`config.mk`:
```
export PLATFORM = sky130hd
export DESIGN_NAME = rgb_gray_stage
export DESIGN_NICKNAME = d
export VERILOG_FILES = /design/src/rtl/rgb_gray_stage.sv
export SDC_FILE = /design/constraint.sdc
export NUM_CORES = 1
export LEC_CHECK = 0
export ABC_CLOCK_PERIOD_IN_PS = 3500
export CAP_MARGIN = 5
export CORE_MARGIN = 2
export CORE_UTILIZATION = 30
export DETAILED_ROUTE_END_ITERATION = 7
export SYNTH_ARGS = -nofsm -noshare
export SYNTH_HDL_FRONTEND = slang
export SYNTH_SLANG_ARGS = --single-unit
```
`constraint.sdc`:
```
create_clock -name clk_i -period 3.5 [get_ports clk_i]
set_input_delay 0.525 -clock clk_i [delete_from_list [all_inputs] [get_ports clk_i]]
set_output_delay 0.525 -clock clk_i [all_outputs]
set_load 0.02 [all_outputs]
```
`src/rtl/rgb_gray_stage.sv`:
```
// RGB-to-luma stage: a 2-stage multiply/sum pipeline feeding a show-ahead FIFO toward the Sobel core.
// Define GRAY_ROUND_EN to round half-up instead of truncating the luma sum.
module rgb_gray_stage #(
    parameter int MAX_PIXEL_BITS = 24,
    parameter int GRAY_BITS      = 8,
    parameter int FIFO_DEPTH     = 4
) (
    input  logic                              clk_i,
    input  logic                              reset_i,
    input  logic [MAX_PIXEL_BITS-1:0]         px_rgb_i,
    input  logic                              px_rdy_i,
    output logic [GRAY_BITS-1:0]              px_gray_o,
    output logic                              px_gray_valid_o,
    input  logic                              px_gray_ready_i,
    output logic [$clog2(FIFO_DEPTH+1)-1:0]   fifo_level_o,
    output logic                              overflow_o
);

    localparam int LVL_W = $clog2(FIFO_DEPTH + 1);
    localparam int PTR_W = $clog2(FIFO_DEPTH);

    logic [15:0]          prodR_q, prodG_q, prodB_q;
    logic [15:0]          prodR_d, prodG_d, prodB_d;
    logic                 v1_q;
    logic [16:0]          sumRaw, sumAdj;
    logic [8:0]           unusedSumBits;
    logic [GRAY_BITS-1:0] gray_d;

    logic [GRAY_BITS-1:0] mem_q [FIFO_DEPTH];
    logic [PTR_W-1:0]     wrPtr_q, wrPtr_d, rdPtr_q, rdPtr_d;
    logic [LVL_W-1:0]     level_q, level_d;
    logic                 overflow_q, overflow_d;
    logic                 push, pop, full, pushOk;

    // Coefficients 77/150/29 sum to 256, so the luma lands in bits [15:8] of the sum.
    always_comb begin
        prodR_d = 16'(px_rgb_i[23:16]) * 16'd77;
        prodG_d = 16'(px_rgb_i[15:8])  * 16'd150;
        prodB_d = 16'(px_rgb_i[7:0])   * 16'd29;
    end

    always_ff @(posedge clk_i or posedge reset_i) begin
        if (reset_i) begin
            prodR_q <= '0;
            prodG_q <= '0;
            prodB_q <= '0;
            v1_q    <= 1'b0;
        end else begin
            v1_q <= px_rdy_i;
            if (px_rdy_i) begin
                prodR_q <= prodR_d;
                prodG_q <= prodG_d;
                prodB_q <= prodB_d;
            end
        end
    end

    always_comb begin
        sumRaw = {1'b0, prodR_q} + {1'b0, prodG_q} + {1'b0, prodB_q};
`ifdef GRAY_ROUND_EN
        sumAdj = sumRaw + 17'd128;
`else
        sumAdj = sumRaw;
`endif
        gray_d        = sumAdj[15:8];
        unusedSumBits = {sumAdj[16], sumAdj[7:0]};
    end

    // A push into a full FIFO still succeeds when the head is popped on the same edge.
    always_comb begin
        push       = v1_q;
        pop        = px_gray_valid_o & px_gray_ready_i;
        full       = (level_q == LVL_W'(FIFO_DEPTH));
        pushOk     = push & (~full | pop);
        wrPtr_d    = pushOk ? wrPtr_q + PTR_W'(1) : wrPtr_q;
        rdPtr_d    = pop ? rdPtr_q + PTR_W'(1) : rdPtr_q;
        level_d    = level_q;
        if (pushOk && !pop) begin
            level_d = level_q + LVL_W'(1);
        end else if (pop && !pushOk) begin
            level_d = level_q - LVL_W'(1);
        end
        overflow_d = overflow_q | (push & full & ~pop);
    end

    always_ff @(posedge clk_i or posedge reset_i) begin
        if (reset_i) begin
            for (int i = 0; i < FIFO_DEPTH; i++) begin
                mem_q[i] <= '0;
            end
            wrPtr_q    <= '0;
            rdPtr_q    <= '0;
            level_q    <= '0;
            overflow_q <= 1'b0;
        end else begin
            if (pushOk) begin
                mem_q[wrPtr_q] <= gray_d;
            end
            wrPtr_q    <= wrPtr_d;
            rdPtr_q    <= rdPtr_d;
            level_q    <= level_d;
            overflow_q <= overflow_d;
        end
    end

    assign px_gray_o       = mem_q[rdPtr_q];
    assign px_gray_valid_o = (level_q != '0);
    assign fifo_level_o    = level_q;
    assign overflow_o      = overflow_q;

endmodule
```
* Word-level counts from Yosys, hierarchy flattened
Cells that the tools add are included.
** Cells by class
- Add/subtract/negate cells :: 6
- $mul :: 3
- $lt $le $gt $ge :: 3
- Eq/ne operators :: 1
- Multiplexer cells :: 8
- Bitwise operators :: 10
- Reduce and logical (&&, ||, !) cells :: 7
** Operators with widths (count)
- $bwmux W32 :: 1
- $mul A8 B7 Y15 const B :: 2
- $mux W8 :: 3
- $add A15 B16 Y16 :: 1
- $add A16 B13 Y16 :: 1
- $bmux W8 S2 :: 1
- $demux W8 S2 :: 1
- $mul A8 B5 Y13 const B :: 1
- $ge A3 B3 Y1 const B :: 2
- $mux W3 :: 2
- $not A2 Y3 :: 2
- $add A2 B1 Y2 const B :: 2
- $and A1 B1 Y1 :: 4
- $add A3 B1 Y3 const B :: 1
- $eq A3 B3 Y1 const B :: 1
- $logic_and A1 B1 Y1 :: 3
- $lt A3 B1 Y1 const B :: 1
- $reduce_bool A3 Y1 :: 1
- $sub A3 B1 Y3 const B :: 1
- $logic_not A1 Y1 :: 2
- $not A1 Y1 :: 2
- $or A1 B1 Y1 :: 2
- $reduce_bool A2 Y1 :: 1
** Storage, ports and cells
- Flip-flop bits (word level) :: 84
- Input port bits :: 28
- Output and inout bits :: 13
- Word-level logic and storage cells :: 50

* Depth between registers and ports, before layout
Gate-level depths: netlist of run 1.
- Word-level depth :: 8
- Gate-level depth with buffers :: 14
- Gate-level depth less buffers :: 14

* Worst setup path after synthesis of run 1
OpenSTA, ideal clock, no wires.
- Kind :: input port to flip-flop
- From :: input px_rgb_i[3]
- To :: register prodB_q[12]
- Library setup time :: 0.136 ns
- Data arrival time :: 3.513 ns
- Required time :: 3.364 ns
- Slack :: -0.149 ns
- Stages on the path :: 14
- Buffers on the path :: 0
- Path through :: inv_1 > fa_1 > inv_1 > ha_1 > inv_1 > fa_1 > inv_1 > ha_1 > and3_1 > a221o_1 > or2_2 > a41oi_1 > xnor2_1 > a21oi_1
** Between the ends
- Longest elaborated chain between the ends :: 1
** Ends and longest elaborated chain
- start, declared :: line 10 : input logic [MAX_PIXEL_BITS-1:0] px_rgb_i,
- $mul A8 B5 Y13 :: line 39 : prodB_d = 16'(px_rgb_i[7:0]) * 16'd29;
- end signal, assigned :: line 53 : prodB_q <= prodB_d;
- end, declared :: line 22 : logic [15:0] prodR_q, prodG_q, prodB_q;
No other way between the ends.
A chain may end at the register's enable or synchronous reset.

* Final worst setup path of run 1
- From :: input px_rgb_i[12]
- To :: register prodG_q[15]
** Between the ends
- Longest elaborated chain between the ends :: 1
** Ends and longest elaborated chain
- $mul A8 B7 Y15 :: line 38 : prodG_d = 16'(px_rgb_i[15:8]) * 16'd150;
- end signal, assigned :: line 52 : prodG_q <= prodG_d;
- end, declared :: line 22
No other way between the ends.

==> impl_results.md, run 1 <==
- Final Critical Period: 3410 ps
- Mux cell area share after synthesis: 9.69%
- R2r setup slk: 300 ps
- Syn Nets: 846
- Fin area: 8880 sq um
- CP startpoint: px_rgb_i[12]
- Syn avg cell area: 10.7 sq um
- Peak supply drop: 0.637 mV
- Share of cells above drive strength 1: 25.0%
- N_diodes: 0
- GRT Max-Usage Layer: met2
- Post-synth EDFFs: 0
- TritonCTS Sinks: 84
- Final setup margin: 86.6 ps
- Area of the multi-input gates: 4790 sq um
- Compound-Gate Fraction of Synth Area: 12.0%
- Unrepaired setup endpoints after global routing: yes
- DP Area: 8460 sq um
- Fin Clk Skew: 5.25 ps
- Crit path DAT: 3630 ps
- Width of the die: 157 um
- Via count: 5044
- Setup violators final: 0
- Antenna violations before repair: 0
- Post-Synth Adder-Cell Area: 32.0%
- Register Area: 2100 sq um
- TritonCTS clock tree: yes
- Htree depth: 3
- Largest net degree at the start of global routing: 49
- NetSw: 3.37 mW
- Average wire per standard cell: 12.7 um
- Layout Nets: 967
- Power per cell area: 868 nW/um^2
- Max Slew Vio Count: 0
- Final Hold Fails: 0
- Remaining antenna violation count: 0
- GR Util met3: 1.98%
- DRT iter0 DRCs: 224
- Clock share of power: 11.3%
- Critical Path Start Type: primary input
- Leakage: 4.25 nW
- Die height: 157 um
- Die Area: 24700 sq um
- Post-DP HPWL: 11400 um
- First-pass GRT wire length: 24500 um
- DP Cell Count: 1089
- Crit Path Max Fanout: 5
- Yosys reg bits: 84
- Cell variety after synth: 56
- Finished Core Util: 38.2%
- Maximum clock path buffer count: 2
- Part of the power in registers: 22.4%
- Worst setup path endpoint: prodG_q[15]$_DFFE_PP0P_
- CTS Hold Bufs: 0
- Xor and xnor fraction of the mapped netlist area: 3.98%
- Switching share of total power: 43.7%
- Syn Std Cell Area: 7050 sq um
- Largest family of logic cells by synthesized area: adder cells
- CTS Root Cell: clkbuf_16
- Via density: 4.56
- Post-Syn Instances: 661
- Post-synthesis to final-layout area growth: 26.0%
- Clk_lat worst skew: 340 ps
- Total CTS buffers: 9
- Hold Crit Class: reg2reg
- Comb power frac: 66.2%
- Register area share after synthesis: 29.8%
- Vias in the first global route: 5219
- WP data required: 3720 ps
- Int Pwr: 4.34 mW
- Synth Area in Simple Gates: 7.48%
- Input/output buffers: 40
- Final setup TNS: 0 ps
- Worst-path clk slew: 60 ps
- Reg-to-reg endpoint: mem_q[26]$_DFFE_PP0P_
- GRT met2 Usage: 21.5%
- DRC errors left: 0
- Reg2reg path depth: 8
- Top_reg_cell synth: dfrtp_1
- Routed WL: 14100 um
- Grt met1 use: 15.8%
- Placer Congestion: 0.851
- Layout Cells excl Fill: 1106
- Max Freq: 293 MHz
- Initial Util: 30.3%
- Worst setup path class: in2reg
- Yosys warning total: 0
- Worst-margin pin slew: 794 ps
- Fillcell total: 2340
- Total global routing overflow: 0
- Fin crit share: 97.5%
- Row Count: 56
- Num ports: 41
- RR Startpoint: prodR_q[6]$_DFFE_PP0P_
- Status: finished, final reports clean
- DP Worst Slack: -636 ps
- Core area: 23300 sq um
- Max-cap violations: 0
- Slew HR: 46.4%
- Total iterations of the first detailed-routing run: 5
- Worst setup EP type: register
- All-Layer GR Usage: 12.3%
- FFs w/ async S/R, synth: 100%
==> cell usage in the layout (no fill, tap or decap), types with 4 or more instances in the layout <==
master / instances
o21bai_1: 4
xor2_1: 7
dfrtp_1: 84
o21a_1: 9
and3_1: 5
dlygate4sd2_1: 5
dlymetal6s2s_1: 4
nand2_1: 47
clkdlybuf4s50_1: 22
nor2_1: 28
mux2_2: 41
nor3_1: 7
fa_1: 37
mux4_2: 8
ha_4: 11
o21ai_0: 32
clkbuf_16: 9
ha_1: 104
a21oi_1: 22
a211oi_1: 8
a21o_1: 9
inv_1: 70
buf_4: 82
inv_2: 9
nand3_1: 7
xnor2_1: 25
==> worst min path at each step <==
| stage | depth (start not counted) | to | startpoint |
|---|---|---|---|
| final | 1 | overflow_o$_DFF_PP0_ | push$_DFF_PP0_ |
| after global routing | 1 | overflow_o$_DFF_PP0_ | push$_DFF_PP0_ |
| after CTS | 1 | overflow_o$_DFF_PP0_ | push$_DFF_PP0_ |
| after detailed placement | 1 | overflow_o$_DFF_PP0_ | push$_DFF_PP0_ |
| after global placement | 1 | overflow_o$_DFF_PP0_ | push$_DFF_PP0_ |
| after floorplan | 1 | overflow_o$_DFF_PP0_ | push$_DFF_PP0_ |
==> cell families (layout without fill, tap and decap cells) <==
kind of cell,after synthesis,in the layout
AOI/OAI and AO/OA,127,127
xor gates and xnor gates,32,32
adders and majority gates,157,157
buffers and inverters,94,220
DFF,84,84
muxes,53,53
and+or+nand+nor,114,114
==> layer usage <==
layer  up-vias  share of wire, %
li1       2553                 -
met1      2423                48
met2        50                48
met3        18               2.0
met4         0               1.7
met5         -                 0
==> sequential cells by signal (all words and copies together) (netlist names) <==
signal and cells:
fifo_level_o 3, mem_q 32, overflow_o 1, prodB_q 13
prodG_q 15, prodR_q 15, push 1, rdPtr_q 2
wrPtr_q 2
==> cell usage after synthesis (all sizes together) (3+ instances only) <==
library cell	n	area (sq um)
xor2	7	61.3
a21oi	26	130
a211oi	8	60.1
o211ai	3	22.5
and3	5	31.3
nand3	8	40.0
nor3	7	35.0
a22oi	3	22.5
mux4	8	180
inv	80	300
o21ai	36	180
ha	118	1480
nand2b	3	18.8
o31ai	3	22.5
clkbuf	11	41.3
xnor2	25	219
fa	39	781
a31o	3	26.3
a211o	3	26.3
o21a	9	67.6
nor2	28	105
o21bai	5	48.8
mux2i	3	30.0
a21o	9	67.6
dfrtp	84	2100
or3	3	18.8
mux2	42	473
a31oi	3	18.8
nand2	48	188
==> layout make-up <==
class / count / share of cell area [%]
clock buffer: 12 / 2.78
multi-input combinational: 483 / 54.0
inverter: 81 / 3.44
sequential: 84 / 23.7
clock inverter: 4 / 0.282
timing repair buffer: 123 / 11.4
tap: 319 / 4.49
==> critical path, cell delays in order <==
cell	delay (ps)
clkdlybuf4s15_1	180
ha_1	290
ha_1	290
inv_2	40
fa_1	480
fa_2	560
inv_2	40
ha_4	160
a21oi_4	170
nand2_1	70
o311a_1	320
o21a_1	190
o41a_1	300
==> repair_timing <==
item	4_1_cts	5_1_grt
gates resized for setup	38	30
buffers inserted	0	1
setup endpoints to repair	16	10
pin swaps	17	16
==> power groups by stage <==
stage          registers, mW  clock network (mW)  logic, mW
2_1_floorplan           1.63                   0       3.61
3_3_place_gp            1.74                   0       4.93
3_5_place_dp            1.76                   0       5.03
4_1_cts                 1.74               0.894       5.11
5_1_grt                 1.79               0.939       5.78
6_report                1.73               0.873       5.11
==> metrics by stage <==
stage / hold slack (ps) / total power, mW
5_1_grt: 492 / 8.50
4_1_cts: 475 / 7.74
3_5_place_dp: 461 / 6.79
6_report: 468 / 7.71
3_3_place_gp: 451 / 6.67
2_1_floorplan: 442 / 5.23
No activity file was read; power rests on OpenSTA's default activity.
==> run 2: changes to the inputs <==
--- a/config.mk
+++ b/config.mk
@@ -8,7 +8,7 @@
 export ABC_CLOCK_PERIOD_IN_PS = 3500
 export CAP_MARGIN = 5
 export CORE_MARGIN = 2
-export CORE_UTILIZATION = 30
+export CORE_UTILIZATION = 43
 export DETAILED_ROUTE_END_ITERATION = 7
 export SYNTH_ARGS = -nofsm -noshare
 export SYNTH_HDL_FRONTEND = slang
==> run 2 against run 1 <==
Against the previous run:
- clock power grew 11%
- non-clock buffer count grew 1
- global-route usage grew 5.7 points
- total power grew 1.5%
==> impl_results.md, run 2 (synthesis gave the netlist of run 1 again) <==
- Status: finished, final reports clean (unchanged)
- Reg-to-reg endpoint: mem_q[17]$_DFFE_PP0P_ (was mem_q[26]$_DFFE_PP0P_)
- Layout Nets: 968 (was 967)
- Fin area: 8750 sq um (was 8880 sq um)
- Largest net degree at the start of global routing: 49 (unchanged)
- Power per cell area: 894 nW/um^2 (was 868 nW/um^2)
- Hold path cells: 1 (unchanged)
- Biggest register: mem_q (unchanged)
- Antenna violations before repair: 0 (unchanged)
- Total iterations of the first detailed-routing run: 5 (unchanged)
- All-Layer GR Usage: 18.0% (was 12.3%)
- Fin Clk Skew: 5.08 ps (was 5.25 ps)
- Fin crit share: 97.3% (was 97.5%)
- Maximum clock path buffer count: 2 (unchanged)
- Worst-margin pin slew: 862 ps (was 794 ps)
- Final setup margin: 93.6 ps (was 86.6 ps)
- Slew HR: 41.8% (was 46.4%)
- R2r setup slk: 380 ps (was 300 ps)
- Hold EP: overflow_o$_DFF_PP0_ (unchanged)
- Critical Path Start Type: primary input (unchanged)
- DP Area: 8330 sq um (was 8460 sq um)
- CTS Root Cell: clkbuf_16 (unchanged)
- N_diodes: 0 (unchanged)
- Routed WL: 14100 um (about the same)
- Hold_sp: overflow_o$_DFF_PP0_ (was push$_DFF_PP0_)
- First-pass GRT wire length: 25600 um (was 24500 um)
- DP Worst Slack: -652 ps (was -636 ps)
- TritonCTS clock tree: yes (unchanged)
- Htree depth: 3 (unchanged)
- Hold Crit Class: reg2reg (unchanged)
- Crit path DAT: 3640 ps (was 3630 ps)
- Worst setup path class: in2reg (unchanged)
- Worst-path clk slew: 60 ps (about the same)
- Die height: 132 um (was 157 um)
- Initial Util: 44.2% (was 30.3%)
- Max Freq: 294 MHz (was 293 MHz)
- TritonCTS Sinks: 84 (unchanged)
- Peak supply drop: 0.758 mV (was 0.637 mV)
- Top Registers: mem_q x32, prodG_q x15, prodR_q x15 (unchanged)
- Via density: 5.11 (was 4.56)
- Fin Hold WS: 464 ps (was 468 ps)
- Post-synthesis to final-layout area growth: 24.2% (was 26.0%)
- Total CTS buffers: 9 (unchanged)
- Commonest non-fill, non-tap cells in the layout: ha_1 (107), dfrtp_1 (84), buf_4 (83) (was ha_1 (104), dfrtp_1 (84), buf_4 (82))
- Die Area: 17400 sq um (was 24700 sq um)
- Post-DP HPWL: 11600 um (was 11400 um)
- DRC errors left: 0 (unchanged)
- Max Slew Vio Count: 0 (unchanged)
- Input/output buffers: 40 (unchanged)
- Average wire per standard cell: 14.1 um (was 12.7 um)
- Number of flip-flops in the largest register: 32 (unchanged)
- Placer Congestion: 0.868 (was 0.851)
- Remaining antenna violation count: 0 (unchanged)
- WP data required: 3740 ps (was 3720 ps)
- Worst setup EP type: register (unchanged)
- Max-cap violations: 0 (unchanged)
- Width of the die: 132 um (was 157 um)
- Reg2reg path depth: 8 (unchanged)
- Leading cell type in the layout, fill and taps excluded: ha_1 (unchanged)
- Share of cells above drive strength 1: 23.7% (was 25.0%)
- DRT iter0 DRCs: 142 (was 224)
- Vias in the first global route: 5426 (was 5219)
- Clk_lat worst skew: 350 ps (was 340 ps)
- Num ports: 41 (unchanged)
- Crit Path Max Fanout: 4 (was 5)
- Total Power: 7.82 mW (was 7.71 mW)
- Leakage: 4.26 nW (was 4.25 nW)
- CTS Hold Bufs: 0 (unchanged)
- Setup violators final: 0 (unchanged)
- Via count: 5131 (was 5044)
- Row Count: 46 (was 56)
- Total global routing overflow: 0 (unchanged)
- Core area: 15900 sq um (was 23300 sq um)
- RR Startpoint: prodR_q[6]$_DFFE_PP0P_ (unchanged)
- Final Critical Period: 3410 ps (about the same)
- Final Hold Fails: 0 (unchanged)
==> run 2: changes by cell type in the layout (fill, tap and decap cells not counted), sizes merged <==
cell,before,now
clkbuf,15,9
dlygate4sd2,5,9
inv,79,82
buf,86,87
bufinv,0,1
clkdlybuf4s15,3,2
clkdlybuf4s50,22,23
clkinv,4,3
dlymetal6s2s,4,3
==> run 2: layer usage <==
metal  share of wire (%)  up-vias  GRT usage [%]
met5                   0        -              0
met4                 2.1        0           5.92
met3                 2.4       18           3.15
met2                  50       58           31.5
met1                  45     2489           22.4
li1                    -     2566              -
==> run 2: layout make-up <==
type | count | area [sq um]
Clock buffer | 9 | 225
Clock inverter | 7 | 82.6
Fill cell | 1447 | 7190
Inverter | 81 | 305
Multi-Input combinational cell | 483 | 4740
Sequential cell | 84 | 2100
Tap cell | 216 | 270
Timing Repair Buffer | 124 | 1020
==> run 2: worst max-delay path, cell delays in order <==
cell           delay, ps
dlygate4sd2_1        250
ha_1                 300
ha_1                 280
inv_1                 40
fa_1                 450
fa_1                 500
inv_1                 60
ha_4                 170
a21oi_4              150
buf_4                130
o21ai_1               70
a31o_2               260
a21oi_2              140
xnor2_1               70
mux2_2               260
==> run 2: worst max-delay path by stage <==
stage / startpoint / end / slack (ps) / depth (start not counted)
6_report: px_rgb_i[14] / prodG_q[12]$_DFFE_PP0P_ / 90 / 15
5_1_grt: px_rgb_i[14] / prodG_q[15]$_DFFE_PP0P_ / -9 / 13
4_1_cts: px_rgb_i[22] / prodR_q[12]$_DFFE_PP0P_ / 3 / 12
3_5_place_dp: px_rgb_i[21] / prodR_q[12]$_DFFE_PP0P_ / -650 / 14
3_3_place_gp: px_rgb_i[3] / prodB_q[12]$_DFFE_PP0P_ / -560 / 15
2_1_floorplan: px_rgb_i[12] / prodG_q[15]$_DFFE_PP0P_ / 2 / 12
==> run 2: repair_timing <==
action	4_1_cts	5_1_grt
pin swaps	23	11
resized for setup	35	13
setup buffers	2	1
setup endpoints to repair	15	12
==> run 2: power by group <==
part / switching (mW) / internal, mW / leakage, nW
clock network: 0.409 / 0.563 / 0.145
registers: 0.341 / 1.39 / 1.00
logic: 2.67 / 2.45 / 3.12
==> run 2: per-stage QoR <==
stage          TNS (ps)  instances  util, %
2_1_floorplan         0        661        -
3_3_place_gp      -8950        985     52.2
3_5_place_dp     -10240        985     52.2
4_1_cts               0       1003     54.6
5_1_grt           -9.31       1004     54.9
6_report              0       1004     54.9
==> run 3: changes to the inputs <==
--- a/config.mk
+++ b/config.mk
@@ -5,11 +5,13 @@
 export SDC_FILE = /design/constraint.sdc
 export NUM_CORES = 1
 export LEC_CHECK = 0
+export ABC_AREA = 1
 export ABC_CLOCK_PERIOD_IN_PS = 3500
 export CAP_MARGIN = 5
 export CORE_MARGIN = 2
 export CORE_UTILIZATION = 43
 export DETAILED_ROUTE_END_ITERATION = 7
+export HOLD_SLACK_MARGIN = 0.15
 export SYNTH_ARGS = -nofsm -noshare
 export SYNTH_HDL_FRONTEND = slang
 export SYNTH_SLANG_ARGS = --single-unit
==> run 3 against run 2 <==
Against the previous run:
- global-route usage increased by 0.75 points
- largest cell class unchanged
- design area increased by 2.8%
- flip-flop and latch count unchanged
- core utilization decreased by 3.1 points
- clock power about the same
- synthesized cell count increased by 47%
- combinational power decreased by 3.9%
- sequential share of layout area decreased by 0.65 points
==> impl_results.md, run 3 <==
- Initial Util: 44.1% (was 44.2%)
- Yosys warning total: 0 (unchanged)
- TritonCTS Sinks: 84 (unchanged)
- Commonest non-fill, non-tap cells in the layout: nand2_1 (270), inv_1 (145), ha_1 (115) (was ha_1 (107), dfrtp_1 (84), buf_4 (83))
- Largest stage delay, worst path: 520 ps (was 500 ps)
- Biggest register: mem_q (unchanged)
- Worst setup path class: in2reg (unchanged)
- Register area share after synthesis: 27.5% (was 29.8%)
- Crit-path slowest cell: fa_1 (unchanged)
- TritonCTS clock tree: yes (unchanged)
- Slew HR: 45.3% (was 41.8%)
- Synth top area cells: dfrtp_1 (27%), ha_1 (19%), nand2_1 (13%) (was dfrtp_1 (30%), ha_1 (21%), fa_1 (11%))
- Syn Std Cell Area: 7650 sq um (was 7050 sq um)
- DP Worst Slack: -331 ps (was -652 ps)
- Layout Cells excl Fill: 1286 (was 1004)
- Cell variety after synth: 33 (was 56)
- Largest family of logic cells by synthesized area: adder cells (unchanged)
- Share of cells above drive strength 1: 8.58% (was 23.7%)
- Setup violators final: 0 (unchanged)
- Layout Nets: 1241 (was 968)
- Fin area: 8990 sq um (was 8750 sq um)
- Width of the die: 137 um (was 132 um)
- Synth Area in Simple Gates: 24.2% (was 7.48%)
- Yosys reg bits: 84 (unchanged)
- Fin crit share: 96.0% (was 97.3%)
- Post-synthesis to final-layout area growth: 17.5% (was 24.2%)
- Via count: 6256 (was 5131)
- Average wire per standard cell: 12.9 um (was 14.1 um)
- Fin Hold WS: 474 ps (was 464 ps)
- Peak supply drop: 0.552 mV (was 0.758 mV)
- Post-Syn Instances: 973 (was 661)
- Compound-Gate Fraction of Synth Area: 7.93% (was 12.0%)
- DRT iter0 DRCs: 251 (was 142)
- Vias in the first global route: 5834 (was 5426)
- Post-DP HPWL: 13400 um (was 11600 um)
- DP Cell Count: 1270 (was 985)
- CP Cell Sequence: clkdlybuf4s50_1 -> ha_1 -> ha_1 -> inv_1 -> fa_1 -> fa_1 -> inv_1 -> ha_4 -> nand2_1 -> o21ai_0 -> nand2_1 -> nand3_1 -> nand2_1 -> nand3_1 -> nand2_1 (was dlygate4sd2_1 -> ha_1 -> ha_1 -> inv_1 -> fa_1 -> fa_1 -> inv_1 -> ha_4 -> a21oi_4 -> buf_4 -> o21ai_1 -> a31o_2 -> a21oi_2 -> xnor2_1 -> mux2_2)
- Number of flip-flops in the largest register: 32 (unchanged)
- Cell with the most instances after synthesis: nand2_1 (was ha_1)
- First-pass GRT wire length: 27700 um (was 25600 um)
- Leakage: 4.82 nW (was 4.26 nW)
- Placer Congestion: 0.895 (was 0.868)
- Status: finished, final reports clean (unchanged)
- Total global routing overflow: 0 (unchanged)
- Critical Path Start Type: primary input (unchanged)
- CTS Hold Bufs: 0 (unchanged)
- Top_reg_cell synth: dfrtp_1 (unchanged)
- Crit path DAT: 3600 ps (was 3640 ps)
- Mux cell area share after synthesis: 0.147% (was 9.69%)
- Worst-path clk slew: 60 ps (about the same)
- WP data required: 3740 ps (about the same)
- Htree depth: 3 (unchanged)
- Xor and xnor fraction of the mapped netlist area: 1.95% (was 3.98%)
- Yosys top cell area share: 27.5% (was 29.8%)
- Syn Nets: 1158 (was 846)
- Max Slew Vio Count: 0 (unchanged)
- Final Critical Period: 3360 ps (was 3410 ps)
- DRC errors left: 0 (unchanged)
- Via density: 4.86 (was 5.11)
- Leading cell type in the layout, fill and taps excluded: nand2_1 (was ha_1)
- Input/output buffers: 40 (unchanged)
- Post-Synth Adder-Cell Area: 29.5% (was 32.0%)
- Power per cell area: 842 nW/um^2 (was 894 nW/um^2)
- Die Area: 18900 sq um (was 17400 sq um)
- All-Layer GR Usage: 18.7% (was 18.0%)
- Fin Clk Skew: 5.83 ps (was 5.08 ps)
- Remaining antenna violation count: 0 (unchanged)
- Clk_lat worst skew: 350 ps (about the same)
- Worst setup EP type: register (unchanged)
- Delay-heaviest family, CP: adder cells (unchanged)
- Routed WL: 16600 um (was 14100 um)
- Core area: 17400 sq um (was 15900 sq um)
- CTS Root Cell: clkbuf_16 (unchanged)
- N_diodes: 0 (unchanged)
- Num ports: 41 (unchanged)
- Hold Crit Class: reg2reg (unchanged)
- Max-cap violations: 0 (unchanged)
- Die height: 137 um (was 132 um)
- Antenna violations before repair: 0 (unchanged)
- Top Registers: mem_q x32, prodG_q x15, prodR_q x15 (unchanged)
- Area leader, netlist: dfrtp_1 (unchanged)
- Post-CTS setup buffers: 0 (was 2)
- Maximum clock path buffer count: 2 (unchanged)
- Final Hold Fails: 0 (unchanged)
- Final setup TNS: 0 ps (unchanged)
- Synth cell count leaders: nand2_1 (270), inv_1 (147), ha_1 (118) (was ha_1 (118), dfrtp_1 (84), inv_1 (80))
- Syn avg cell area: 7.86 sq um (was 10.7 sq um)
- FFs w/ async S/R, synth: 100% (unchanged)
- Critical path buffers and inverters: 3 (was 4)
- Post-synth EDFFs: 0 (unchanged)
- Worst-margin pin slew: 820 ps (was 862 ps)
- Max Freq: 298 MHz (was 294 MHz)
- Total CTS buffers: 9 (unchanged)
- Crit Path Max Fanout: 4 (unchanged)
- Most frequent cell on the critical path: nand2_1
- Largest net degree at the start of global routing: 52 (was 49)
- Final setup margin: 142 ps (was 93.6 ps)
- Total iterations of the first detailed-routing run: 5 (unchanged)
- DP Area: 8630 sq um (was 8330 sq um)
- Row Count: 48 (was 46)
[run 3: what timing repair did]
item	in CTS	in global routing
endpoints found under the hold margin	0	0
gates resized for setup	0	12
endpoints found under the setup margin	0	14
[run 3: cell type report]
| type | count | area, sq um |
|---|---|---|
| flip-flops and latches | 84 | 2100 |
| multi-input cells | 719 | 4930 |
| clock inverters | 5 | 60.1 |
| inverters | 157 | 623 |
| repair buffers | 85 | 751 |
| fillers | 1710 | 8370 |
| clock buffers | 11 | 243 |
| well taps | 225 | 282 |
[run 3: worst register-to-register path: cells and delay by family (launching register included)]
family	cells	cell delay, ps
and+or+nand+nor	8	970
adders and majority gates	2	850
DFF	1	430
[run 3: cells by family (layout without fill, tap and decap cells)]
group	count (synthesis)	count (layout)
and+or+nand+nor	430	430
buffers and inverters	170	258
adders and majority gates	157	157
AOI/OAI and AO/OA	114	114
DFF	84	84
xor gates and xnor gates	17	17
muxes	1	1
[run 3: power breakdown]
part           switching, mW  leakage [nW]  total (mW)  internal [mW]
Clock                  0.396         0.146       0.971          0.575
Sequential             0.325          1.02        1.69           1.36
Combinational           3.02          3.66        4.92           1.89
Total                   3.74          4.82        7.57           3.83
[run 3: per-layer routing]
layer  share of wire [%]  track usage, %  vias up
met5                   0               0        -
met4                 1.5            4.35        0
met3                 2.3            2.98       15
met2                  46            30.5       71
met1                  50            26.1     2874
li1                    -               -     3296
[run 3: worst paths after layout]
kind	start	to	slack (ps)	cells after the start
min	mem_q[20]$_DFFE_PP0P_	mem_q[20]$_DFFE_PP0P_	470	2
min reg2reg	mem_q[20]$_DFFE_PP0P_	mem_q[20]$_DFFE_PP0P_	470	2
max reg2reg	prodG_q[11]$_DFFE_PP0P_	mem_q[30]$_DFFE_PP0P_	1150	10
min in group asynchronous	reset_i	overflow_o$_DFF_PP0_	610	2
max	px_rgb_i[20]	prodR_q[13]$_DFFE_PP0P_	140	15
max in group asynchronous	reset_i	prodG_q[12]$_DFFE_PP0P_	2210	3
[run 3: stage by stage]
stage / utilization (%) / power (mW)
after floorplan: - / 5.14
after global placement: 49.7 / 6.46
after detailed placement: 49.7 / 6.55
after CTS: 51.5 / 7.55
after global routing: 51.8 / 8.36
final: 51.8 / 7.57
